File: src/rtl/decoder_2x4_strobe.sv
`default_nettype none
// ============================================================================
// Module      : decoder_2x4_strobe
// Description : 2-to-4 decoder that turns each accepted code into a timed
//               strobe on one of four output lines, followed by a guard gap.
// Revision    : 1.0  initial release
// ============================================================================
module decoder_2x4_strobe #(
    parameter int PULSE_LEN = 4,
    parameter int GAP_LEN   = 1
) (
    input  logic clk,
    input  logic rst,
    input  logic a0,
    input  logic a1,
    input  logic in_valid,
    output logic in_ready,
    output logic d0,
    output logic d1,
    output logic d2,
    output logic d3,
    output logic busy,
    output logic done
);

    typedef enum logic [1:0] {
        S_IDLE  = 2'd0,
        S_PULSE = 2'd1,
        S_GAP   = 2'd2
    } state_t;

    // Counters hold "cycles remaining minus one", so zero marks the last cycle.
    localparam logic [7:0] c_pulse_load = 8'(PULSE_LEN - 1);
    localparam logic [7:0] c_gap_load   = (GAP_LEN == 0) ? 8'd0 : 8'(GAP_LEN - 1);
    localparam logic       c_short      = (PULSE_LEN == 1);
    localparam logic       c_no_gap     = (GAP_LEN == 0);

    state_t      r_state;
    logic [7:0]  r_cnt;
    logic [1:0]  r_code;
    logic [3:0]  r_d;
    logic        r_done;
    logic [1:0]  w_code;

    assign w_code = {a1, a0};

    function automatic logic [3:0] one_hot(input logic [1:0] code);
        logic [3:0] v;
        v = 4'b0000;
        v[code] = 1'b1;
        return v;
    endfunction

    always_ff @(posedge clk or posedge rst) begin
        if (rst) begin
            r_state <= S_IDLE;
            r_cnt   <= 8'd0;
            r_code  <= 2'd0;
            r_d     <= 4'b0000;
            r_done  <= 1'b0;
        end else begin
            r_done <= 1'b0;
            case (r_state)
                S_IDLE: begin
                    r_d <= 4'b0000;
                    if (in_valid) begin
                        r_code  <= w_code;
                        r_d     <= one_hot(w_code);
                        r_cnt   <= c_pulse_load;
                        r_done  <= c_short;
                        r_state <= S_PULSE;
                    end
                end
                S_PULSE: begin
                    if (r_cnt == 8'd0) begin
                        r_d <= 4'b0000;
                        if (c_no_gap) begin
                            r_cnt   <= 8'd0;
                            r_state <= S_IDLE;
                        end else begin
                            r_cnt   <= c_gap_load;
                            r_state <= S_GAP;
                        end
                    end else begin
                        // Line is re-derived from the captured code, never from the live inputs.
                        r_d    <= one_hot(r_code);
                        r_cnt  <= r_cnt - 8'd1;
                        r_done <= (r_cnt == 8'd1);
                    end
                end
                S_GAP: begin
                    r_d <= 4'b0000;
                    if (r_cnt == 8'd0) begin
                        r_state <= S_IDLE;
                    end else begin
                        r_cnt <= r_cnt - 8'd1;
                    end
                end
                default: begin
                    r_d     <= 4'b0000;
                    r_cnt   <= 8'd0;
                    r_state <= S_IDLE;
                end
            endcase
        end
    end

    assign in_ready = (r_state == S_IDLE);
    assign busy     = (r_state != S_IDLE);
    assign done     = r_done;
    assign d0       = r_d[0];
    assign d1       = r_d[1];
    assign d2       = r_d[2];
    assign d3       = r_d[3];

endmodule
`default_nettype wire
File: config.mk
export PLATFORM = sky130hd
export DESIGN_NAME = decoder_2x4_strobe
export DESIGN_NICKNAME = d
export VERILOG_FILES = /design/src/rtl/decoder_2x4_strobe.sv
export SDC_FILE = /design/constraint.sdc
export NUM_CORES = 1
export LEC_CHECK = 0
export ABC_AREA = 1
export CORE_MARGIN = 2
export CORE_UTILIZATION = 31
export DETAILED_ROUTE_END_ITERATION = 16
export PLACE_DENSITY = 0.56
export SLEW_MARGIN = 40
export SYNTH_ARGS = -nofsm -noshare
export SYNTH_HDL_FRONTEND = slang
export SYNTH_SLANG_ARGS = --single-unit
export TNS_END_PERCENT = 20
File: constraint.sdc
create_clock -name clk -period 2.7 [get_ports clk]
set_input_delay 0.54 -clock clk [delete_from_list [all_inputs] [get_ports clk]]
set_output_delay 0.54 -clock clk [all_outputs]
set_load 0.01 [all_outputs]
==> results by group <==
Run status
  • Run status: finished, final reports clean

Global route
  • Total overflow reported by the global router: 0
  • Total routing resource utilization after global routing: roughly an eighth
  • Wire length of the first global-routing pass: ~3400 um
  • Pin count of the biggest net entering global routing: 18
  • Number of global-route vias before repair: 799
  • Initial antenna violation count: 0

Worst setup path
  • Nature of the critical path endpoint: output pin
  • Critical Path, Cell by Cell: nor2_1 > inv_2 > clkdlybuf4s50_1
  • Critical path data required time: ~2200 ps
  • Worst-path cell with the longest stage delay: clkdlybuf4s50_1
  • Critical path arrival: between 1500 and 2000 ps
  • Buf+Inv Stages, Crit Path: 2
  • Type of the worst setup path: reg2out
  • Crit path max-delay family: buffers and inverters
  • Crit start category: flop
  • Maximum single-stage delay on the critical path: 500 ps
  • CP Max Fanout: 5

Route
  • Vias after detailed routing: 829
  • Number of iterations in the first detailed-routing pass: 4
  • Remaining design rule violation count: 0
  • Detailed-route wire length per cell: roughly 11 um
  • Iteration-0 DRC Markers: 15
  • Final antenna-violating net count: 0
  • Vias per std cell: about 4.5
  • Drt total wl: just under 2000 um

STA
  • Shortest clock period the worst path allows after layout: 2070 ps
  • Headroom to the max-slew limit: a little over half
  • Total negative slack for setup checks: 0 ps
  • Final number of setup-violating endpoints: 0
  • Final hold slack: about 510 ps
  • Final Hold Fails: 0
  • Highest clock frequency the design can meet: ~0.48 GHz
  • Layout Skew: between 6 and 7 ps
  • Number of max-slew violations in the final report: 0
  • Final clock period utilization by the worst path: between 70% and 80%
  • Setup repair after global routing missed its margin: false
  • Worst slew pin tran: approximately 680 ps

Finish
  • Nets: 149
  • Ratio of cells with drive above 1 in the final layout: 12.8%
  • Diodes inserted: 0
  • Area grow syn2layout: 19.3%

Yosys
  • Synthesized area: 998 um2
  • Share of the synthesized area in the top cell type: 42.6%
  • Seq/Total Area, Yosys: a little over two fifths
  • Yosys synthesis warning count: 0
  • Biggest area consumer among synthesized cells: dfrtp_1
  • Cells taking the most area after synthesis: dfrtp_1 43%, nand2_1 13%, inv_1 8.3%
  • Syn Nets: 133
  • Number of synthesized register bits: 17
  • Per-instance average area after synthesis: 7.92 um2
  • Count of cell types in the netlist: 20
  • Cell count after synthesis: approximately 130

Pwr
  • Internal power contribution: 0.330 mW
  • Pwr/cell area: approximately 360 nW/um2
  • Max VDD drop: 0.213 mV
  • Net switching power of the design: 0.0987 mW
  • Proportion of power drawn by the clock network: a little under a third
  • Reg power frac: 61.3%
  • Share of power burned in combinational logic: about 7%
  • Switching share of power: between 20 and 25%
  • Standby leakage power: around 0.59 nW

Clock network
  • Number of buffers added by the clock tree synthesis step: 3
  • Number of clock sinks: 17
  • Clock slew at the register clock pins of the worst setup and hold paths: about 100 ps
  • Post-CTS setup buffers: 0
  • Post_cts resized: 0
  • Clock tree from TritonCTS: built
  • Number of buffers inserted for hold repair after clock tree synthesis: 0
  • Cell at the root of the clock tree: clkbuf_4
  • Clock insertion delay at the later pin of the skew report: between 200 and 300 ps
  • Worst-case clock buffer depth: 2
  • H-tree levels: 1

Floorplanning
  • Die X: between 60 and 70 um
  • Die Area: 3690 um2
  • Effective utilization at floorplan: between 30% and 40%
  • DIE HEIGHT: 60.8 um
  • Num rows: 20
  • I/O pin count: 12
  • Placeable core region: 3050 um2

Place
  • Weighted congestion at the end of routability-driven global placement: about 0.86
  • HPWL after detailed placement: between 1000 and 1500 um
  • IO Port Bufs: 11

Worst hold path
  • Hold WC Path Type: reg2reg

Run
  • Count of maximum capacitance violations: 0
sequential cells by signal (all words and copies together), names as in the netlist:
register	cells
r_code	2
r_d	4
r_cnt	8
done	1
r_state	2
power by group through the flow:
stage	registers, mW	clock network [mW]	logic (mW)
final	0.263	0.136	0.0294
after global placement	0.267	0	0.0297
after detailed placement	0.268	0	0.0302
after floorplan	0.269	0	0.0106
after CTS	0.263	0.144	0.0304
after global routing	0.263	0.158	0.0327
logic make-up after synthesis:
group,after synthesis,synth area share (%)
and+or+nand+nor,70,36.0
buffers and inverters,24,9.02
DFF,17,42.6
AOI/OAI and AO/OA,11,7.52
adders and majority gates,2,2.51
xor gates and xnor gates,1,0.877
muxes,1,1.50
Yosys cell counts:
cell type and count:
ha_1 2, o22ai_1 4, nand3b_1 1, nand3_1 10, nand2_2 3, nor2_2 1
nand4_1 4, nand2_4 2, nor2_4 4, xor2_1 1, inv_2 2, mux2_4 1
dfrtp_1 17, nand3_4 1, o21ai_0 3, nor3_1 1, nor2_1 8, nand2_1 35
o2111ai_1 4, inv_1 22
layout make-up:
cell class | count | area (um2)
Multi-Input combinational cell | 85 | 483
Inverter | 24 | 90.1
Fill cell | 335 | 1860
Tap cell | 44 | 55.1
Timing Repair Buffer | 11 | 110
Clock buffer | 3 | 22.5
Sequential cell | 17 | 425
Clock inverter | 1 | 5.00
layout by cell type, fill, tap and decap left out, drive strengths merged, types with 2 or more instances in the layout:
cell type	n
clkbuf	3
nand3	11
o21ai	3
dfrtp	17
nand2	40
o2111ai	4
nand4	4
ha	2
clkdlybuf4s50	11
nor2	13
o22ai	4
inv	24
routing by layer:
metal	global-route usage, %	wire (um)	up-vias
met4	6.52	40	0
met3	2.56	43	6
met5	0	0	-
met1	17.0	1010	379
li1	-	-	432
met2	18.6	877	12
worst register-to-register path: stages, from the launching register on:
cell	delay, ps
dfrtp_1	430
inv_1	160
ha_1	320
nand2_2	100
inv_2	100
nand2_4	100
mux2_4	320
stage by stage:
stage	instances	cell area [um2]	utilization [%]	total power, mW	setup slack, ps
floorplan	126	998	-	0.280	1260
global placement	181	1160	38.1	0.297	951
detailed placement	181	1160	38.1	0.298	950
CTS	185	1190	39.0	0.437	601
global route	185	1190	39.0	0.454	514
finish	185	1190	39.0	0.428	631
worst paths after layout:
check,cells after the start,slack [ps],start,end
setup / recovery,3,630,r_state[0],busy
max in group asynchronous,2,1630,rst,r_state[0]
min in group asynchronous,2,640,rst,r_cnt[0]
hold / removal,2,510,r_cnt[6],r_cnt[6]
setup reg to reg,6,1070,r_cnt[0],r_state[1]
hold reg to reg,2,510,r_cnt[6],r_cnt[6]
Note: power is estimated with default switching activity, not from simulation.
